<file path="src/rtl/sprite_line_buffer.sv">
// Double-banked 256x8 sprite line buffer: the sprite engine fills the back bank while the
// front bank is scanned out and cleared behind the beam; banks swap on each HBLANK_n rise.
module sprite_line_buffer (
  input  logic       i_EMU_MCLK,
  input  logic       i_MRST_n,
  input  logic       i_EMU_CLK6MPCEN_n,
  input  logic       i_HBLANK_n,
  input  logic [7:0] i_RD_ADDR,
  input  logic       i_WR_EN,
  input  logic [7:0] i_WR_ADDR,
  input  logic [7:0] i_WR_DATA,
  input  logic       i_WR_FORCE,
  output logic [7:0] o_PIXEL,
  output logic       o_BANK,
  output logic       o_INIT_BUSY
);

  localparam logic [0:0] ST_INIT = 1'b0;
  localparam logic [0:0] ST_RUN  = 1'b1;

  logic [7:0] mem0_q [0:255];
  logic [7:0] mem1_q [0:255];

  logic [0:0] state_q, state_d;
  logic [7:0] clr_addr_q, clr_addr_d;
  logic       hb_prev_q, hb_prev_d;
  logic       bank_q, bank_d;
  logic [7:0] pixel_q, pixel_d;

  logic       en, run;
  logic [7:0] front_rd, back_old;
  logic       wr_ok, rd_clr;
  logic       we0, we1;
  logic [7:0] a0, a1, d0, d1;

  assign en  = ~i_EMU_CLK6MPCEN_n;
  assign run = (state_q == ST_RUN);

  // Front and back are chosen by the pre-toggle bank, so a swap cycle still
  // reads the outgoing line and writes into the incoming one.
  assign front_rd = bank_q ? mem1_q[i_RD_ADDR] : mem0_q[i_RD_ADDR];
  assign back_old = bank_q ? mem0_q[i_WR_ADDR] : mem1_q[i_WR_ADDR];

  assign wr_ok  = run & en & i_WR_EN & (i_WR_DATA[3:0] != 4'd0) &
                  (i_WR_FORCE | (back_old[3:0] == 4'd0));
  assign rd_clr = run & en & i_HBLANK_n;

  always_comb begin
    we0 = 1'b0;
    we1 = 1'b0;
    a0  = 8'd0;
    a1  = 8'd0;
    d0  = 8'd0;
    d1  = 8'd0;
    if (!run && en) begin
      we0 = 1'b1;
      we1 = 1'b1;
      a0  = clr_addr_q;
      a1  = clr_addr_q;
    end else begin
      if (rd_clr) begin
        if (bank_q) begin
          we1 = 1'b1;
          a1  = i_RD_ADDR;
        end else begin
          we0 = 1'b1;
          a0  = i_RD_ADDR;
        end
      end
      // Read-clear and sprite write always target opposite banks.
      if (wr_ok) begin
        if (bank_q) begin
          we0 = 1'b1;
          a0  = i_WR_ADDR;
          d0  = i_WR_DATA;
        end else begin
          we1 = 1'b1;
          a1  = i_WR_ADDR;
          d1  = i_WR_DATA;
        end
      end
    end
  end

  always_ff @(posedge i_EMU_MCLK) begin
    if (we0) mem0_q[a0] <= d0;
    if (we1) mem1_q[a1] <= d1;
  end

  always_comb begin
    state_d    = state_q;
    clr_addr_d = clr_addr_q;
    hb_prev_d  = hb_prev_q;
    bank_d     = bank_q;
    pixel_d    = pixel_q;
    if (en) begin
      hb_prev_d = i_HBLANK_n;
      if (!run) begin
        clr_addr_d = clr_addr_q + 8'd1;
        pixel_d    = 8'd0;
        if (clr_addr_q == 8'hFF) state_d = ST_RUN;
      end else begin
        pixel_d = i_HBLANK_n ? front_rd : 8'd0;
        if (i_HBLANK_n && !hb_prev_q) bank_d = ~bank_q;
      end
    end
  end

  always_ff @(posedge i_EMU_MCLK or negedge i_MRST_n) begin
    if (!i_MRST_n) begin
      state_q    <= ST_INIT;
      clr_addr_q <= 8'd0;
      hb_prev_q  <= 1'b0;
      bank_q     <= 1'b0;
      pixel_q    <= 8'd0;
    end else begin
      state_q    <= state_d;
      clr_addr_q <= clr_addr_d;
      hb_prev_q  <= hb_prev_d;
      bank_q     <= bank_d;
      pixel_q    <= pixel_d;
    end
  end

  assign o_PIXEL     = pixel_q;
  assign o_BANK      = bank_q;
  assign o_INIT_BUSY = ~run;

endmodule

</file>
<file path="config.mk">
export PLATFORM = sky130hd
export DESIGN_NAME = sprite_line_buffer
export DESIGN_NICKNAME = d
export VERILOG_FILES = /design/src/rtl/sprite_line_buffer.sv
export SDC_FILE = /design/constraint.sdc
export NUM_CORES = 2
export LEC_CHECK = 0
export CAP_MARGIN = 40
export CORE_MARGIN = 2
export CORE_UTILIZATION = 35
export CTS_CLUSTER_DIAMETER = 150
export DETAILED_ROUTE_END_ITERATION = 10
export GPL_ROUTABILITY_DRIVEN = 0
export MAX_ROUTING_LAYER = met4
export PLACE_DENSITY = 0.51
export SLEW_MARGIN = 20
export SYNTH_ARGS = -nofsm -noshare
export SYNTH_HDL_FRONTEND = slang
export SYNTH_SLANG_ARGS = --single-unit
</file>
<file path="constraint.sdc">
create_clock -name i_EMU_MCLK -period 12.25 [get_ports i_EMU_MCLK]
set_clock_uncertainty 0.1 [all_clocks]
set_input_delay 1.8375 -clock i_EMU_MCLK [delete_from_list [all_inputs] [get_ports i_EMU_MCLK]]
set_output_delay 1.8375 -clock i_EMU_MCLK [all_outputs]
set_load 0.03 [all_outputs]
</file>
# ---- After elaboration in Yosys (flattened, before gate mapping)
# Memories as Yosys holds them, arrays and structs flattened.
# Cells that the tools add are included.
dict set report op_classes {
  eq_ne 1
  muxes 36
  bitwise 9
  n_addsub 1
  n_reduce_logical 8
}
# op n
set op_table {}
lappend op_table {{$mux W8} 19}
lappend op_table {{$mux W1} 16}
lappend op_table {{$add A8 B1 Y8 const B} 1}
lappend op_table {{$eq A8 B8 Y1 const B} 1}
lappend op_table {{$and A1 B1 Y1} 5}
lappend op_table {{$logic_not A4 Y1} 1}
lappend op_table {{$mux W4} 1}
lappend op_table {{$reduce_bool A4 Y1} 1}
lappend op_table {{$not A1 Y1} 3}
lappend op_table {{$reduce_and A3 Y1} 1}
lappend op_table {{$logic_and A1 B1 Y1} 2}
lappend op_table {{$logic_not A1 Y1} 2}
lappend op_table {{$reduce_and A2 Y1} 1}
lappend op_table {{$or A1 B1 Y1} 1}
dict set report totals {
  n_memories 2
  out_inout_bits 10
  in_bits 30
  ff_bits 19
  wordCells 62
  ram_bits 4096
}
# name depth word_bits rd rd_clocked_by_memory_dff wr line_no
set memory_table {}
lappend memory_table {mem0_q 256 8 2 0 1 21} ;# logic [7:0] mem0_q [0:255];
lappend memory_table {mem1_q 256 8 2 0 1 22} ;# logic [7:0] mem1_q [0:255];

# ---- Longest topological paths before layout
dict set report depth {
  word_depth 9
  ltp_mapped 21
  ltp_nobuf 11
}

# ---- Worst setup path after synthesis
# OpenSTA, ideal clock, no wires.
dict set report synth_timing {
  kind {input-to-reg}
  start {input port i_WR_ADDR[1]}
  end {memory mem0_q[0][0], data pin}
  cell_stages 14
  required_ns 11.275
  setup_ns 0.875
  path_slack_ns 3.121
  arrival_ns 8.154
  path_cell_list {buf_2 -> buf_4 -> buf_4 -> buf_2 -> buf_1 -> mux4_2 -> mux2_2 -> a211oi_1 -> nor3_1 -> o2111a_1 -> o41ai_2 -> buf_2 -> clkbuf_1 -> and3_1}
}
dict set report synth_between {
  elab_chain_cells 7
  elab_cells_between_ends 8
  cone_classes {mux: 3; bitwise: 2; reduce/logical: 1; memory: 2}
}
# element line_no
set synth_lines {}
lappend synth_lines {{start, declared} 10} ;# input logic [7:0] i_WR_ADDR,
lappend synth_lines {{$mem_v2 Z256 W8 (on tied branches)} --}
lappend synth_lines {{$mux W4 *} 42} ;# assign back_old = bank_q ? mem0_q[i_WR_ADDR] : mem1_q[i_WR_ADDR];
lappend synth_lines {{$logic_not A4 Y1 *} 45} ;# (i_WR_FORCE | (back_old[3:0] == 4'd0));
lappend synth_lines {{$or A1 B1 Y1 *} 45}
lappend synth_lines {{$and A1 B1 Y1 *} 44} ;# assign wr_ok = run & en & i_WR_EN & (i_WR_DATA[3:0] != 4'd0) &
lappend synth_lines {{$mux W8 *} 71} ;# if (wr_ok) begin
lappend synth_lines {{$mux W8 *} 55} ;# if (!run && en) begin
lappend synth_lines {{net d0[0]} 34} ;# logic [7:0] a0, a1, d0, d1;
lappend synth_lines {{end, declared} 21}
# Mark *: on every way through the listed nets, which the timed path passes. The rest lies on a longest branch.

# ---- Worst setup path after layout
dict set report layout_timing {
  start {input port i_WR_ADDR[3]}
  end {memory mem0_q[203][7], enable pin}
}
dict set report layout_between {
  elab_chain_cells 9
  elab_cells_between_ends 13
  cone_classes {mux: 8; bitwise: 2; reduce/logical: 1; memory: 2}
}
# element line_no
set layout_lines {}
lappend layout_lines {{$mem_v2 Z256 W8 (on tied branches)} --}
lappend layout_lines {{$mux W4} 42}
lappend layout_lines {{$logic_not A4 Y1} 45}
lappend layout_lines {{$or A1 B1 Y1} 45}
lappend layout_lines {{$and A1 B1 Y1} 44}
lappend layout_lines {{$mux W1} 71}
lappend layout_lines {{$mux W1} 55}
lappend layout_lines {{$mux W1} 86} ;# if (we0) mem0_q[a0] <= d0;
lappend layout_lines {{$mux W1 (implied by the code)} 86}
# Parallel ways exist; a longest one is shown, timed or not.

==> flow_metrics.env <==
export IMPL_synth_seq_area_share_pct=72.2
export IMPL_max_stage_delay_ns=0.79
export IMPL_dp_slack_ns=2.83
export IMPL_layoutNonFillerInstCount=15700
export IMPL_cellPowerDensity_nw_per_um2=161
export IMPL_nNetsFinal=8937
export IMPL_path_max_fanout=25
export IMPL_r2r_setup_slack_ns=5.54
export IMPL_htree_levels=5
export IMPL_yosysTopAreaCell="edfxtp_1"
export IMPL_cts_tree="built"
export IMPL_place_port_buffers=39
export IMPL_synth_cell_area_sq_um=171000
export IMPL_coreArea_sq_um=487000
export IMPL_arrival_ns=9.07
export IMPL_final_common_cell="edfxtp_1"
export IMPL_maxCapViolations=0
export IMPL_syn_avg_cell_area_sq_um=20.0
export IMPL_status="complete, no violations"
export IMPL_drtAntennaViolNets=0
export IMPL_power_leakage_nw=60.3
export IMPL_wl_um=542000
export IMPL_rows=256
export IMPL_area_growth_syn_to_layout_pct=14.8
export IMPL_peakVddDrop_mv=0.141
export IMPL_path_buf_inv=6
export IMPL_die_h_um=703
export IMPL_rsz0062_at_grt="false"
export IMPL_initial_core_util_pct=35.2
export IMPL_drive_above_1_share_pct=28.2
export IMPL_yosys_top_cells_area="edfxtp_1, mux4_2, nor2_1"
export IMPL_criticalPathCategory="input port to flip-flop"
export IMPL_antenna_found_initial=35
export IMPL_fillers=42700
export IMPL_post_cts_resized=0
export IMPL_die_area_sq_um=494000
export IMPL_ys_types=81
export IMPL_crit_start="i_WR_ADDR[3]"
export IMPL_path_common_cell="buf_4"
export IMPL_worstPathRequired_ns=12.77
export IMPL_place_inst=14800
export IMPL_reg2reg_to="mem1_q[94][1]"
export IMPL_finalSetupViolCount=0
export IMPL_crit_cells=17
export IMPL_ios=40
export IMPL_cts_sinks=4115
export IMPL_synth_edf_count=4096
export IMPL_num_vias=92600
export IMPL_cts_buffers=435
export IMPL_finalCritPeriodShare_pct=69.8
export IMPL_synth_flop_cell="edfxtp_1"
export IMPL_r2r_start="mem1_q[82][3]"
export IMPL_via_per_inst=5.88
export IMPL_crit_end="mem0_q[203][7]"
export IMPL_clockRootBuffer="clkbuf_16"
export IMPL_finish_instance_area_sq_um=196000
export IMPL_async_reset_ff_share_pct=0.462
export IMPL_postCtsHoldBufs=0
export IMPL_route_detailed_drc=0
export IMPL_r2r_cells=15
export IMPL_placed_area_sq_um=181000
export IMPL_drt_pass1_iterations=6
export IMPL_grt_pass1_wl_um=752000
export IMPL_max_slew_margin_pct=25.9
export IMPL_final_cell_mix="edfxtp_1, mux4_2, nor2_1"
export IMPL_wl_per_cell_um=34.4
export IMPL_layout_setup_ws_ns=3.70
export IMPL_holdWs_ns=0.434
export IMPL_clockBufferDepth=4
export IMPL_grt_max_degree=160
export IMPL_crit_chain="buf_4 > buf_4 > and2_0 > buf_4 > nand2b_1 > a2111oi_0 > buf_4 > a211oi_1 > a211oi_1 > buf_2 > nor3_1 > o2111a_1 > o41a_1 > o31ai_1 > nand4_1 > buf_4 > nor2_1"
export IMPL_clkSlewWorstSetupHoldPaths_ns=0.06
export IMPL_max_freq_mhz=117
export IMPL_synth_cells=8557
export IMPL_drt_initial_drc_count=11900
export IMPL_yosys_warnings=0
export IMPL_slowest_stage="nand4_1"
export IMPL_crit_family="compound AO/OA/AOI/OAI gates"
export IMPL_hpwl_um=348000
export IMPL_overflow=0
export IMPL_fin_crit_ns=8.55
export IMPL_crit_path_start_kind="input port"
export IMPL_grtUsageTotal_pct=22.2
export IMPL_synth_nets=8588
export IMPL_synth_top_cell_area_share_pct=71.9
export IMPL_worst_skew_pair_late_latency_ns=1.04
export IMPL_hold_viol=0
export IMPL_grt_pass1_vias=92800
export IMPL_hold_path_class="flip-flop to flip-flop"
export IMPL_endpoint_kind="flip-flop"
export IMPL_cts_setup_buffers=0
export IMPL_finalMaxSlewViolations=0
export IMPL_tns_ns=0
export IMPL_ys_seq_elements=4115
export IMPL_die_w_um=703
export IMPL_worstMarginPinSlew_ns=1.11
[stage by stage]
step | utilization [%] | total power [W]
after floorplan | - | 0.0172
after global placement | 36.9 | 0.0183
after detailed placement | 37.1 | 0.0183
after CTS | 40.1 | 0.0319
after global routing | 40.4 | 0.0325
final | 40.4 | 0.0316
[cells by family after synthesis]
logic type / synth area share, %
AO/OA/AOI/OAI: 3.10
XOR/XNOR: 0.0410
adder cells (fa/ha/maj): 0.00731
buffers and inverters: 1.44
flip-flops: 72.2
multiplexers: 19.0
AND/OR/NAND/NOR: 4.26
[state kept, by name, indices dropped and copies added (netlist names)]
signal      count
run             1
mem0_q       2048
o_BANK          1
o_PIXEL         8
hb_prev_q       1
mem1_q       2048
clr_addr_q      8
[cell usage after synthesis, types with 14 or more instances]
cell type	count
edfxtp_1	4096
mux4_2	1417
nor2_1	887
nor3_1	370
clkbuf_1	312
a21oi_1	270
a211oi_1	148
buf_1	117
buf_2	100
nor2b_1	75
nand2_1	62
o21ai_0	48
o311ai_0	40
nor4_1	39
buf_4	34
mux2i_1	34
a22oi_1	33
nand3_1	33
or3_1	31
nand4_1	27
a22o_1	25
o22ai_1	24
o41ai_1	22
a31oi_1	21
dfrtp_1	19
a2111oi_0	18
mux2_2	17
a211o_1	15
and3_1	14
nand2b_1	14
o31ai_1	14
[report_power, final]
group	total, W	internal [W]	switching (W)
Clock	0.0136	0.00787	0.00572
Combinational	0.00240	0.000786	0.00161
Sequential	0.0157	0.0156	0.0000555
Total	0.0316	0.0243	0.00738
[how the worst min path moves through the flow]
stage,startpoint,end,slack (ns),depth (start not counted)
final,hb_prev_q,hb_prev_q,0.43,1
after global routing,hb_prev_q,hb_prev_q,0.46,1
after CTS,hb_prev_q,hb_prev_q,0.43,1
after detailed placement,hb_prev_q,hb_prev_q,0.41,1
after global placement,hb_prev_q,hb_prev_q,0.39,1
after floorplan,hb_prev_q,hb_prev_q,0.38,1
[final cells by class]
cell class	count	area (sq um)	share of cell area, %
Multi-Input combinational cell	3864	45400	23.1
Sequential cell	4115	123000	62.9
Inverter	9	36.3	0.0185
Clock inverter	296	3380	1.72
Antenna cell	15	37.5	0.0191
Timing Repair Buffer	481	4780	2.44
Tap cell	6450	8070	4.11
Clock buffer	510	11200	5.72
[layer usage]
layer	GRT usage, %	routed length, um
met1	29.1	216000
met2	34.9	259000
met3	3.59	42400
met4	8.53	24400
met5	-	0
(Power assumes the default switching activity.)
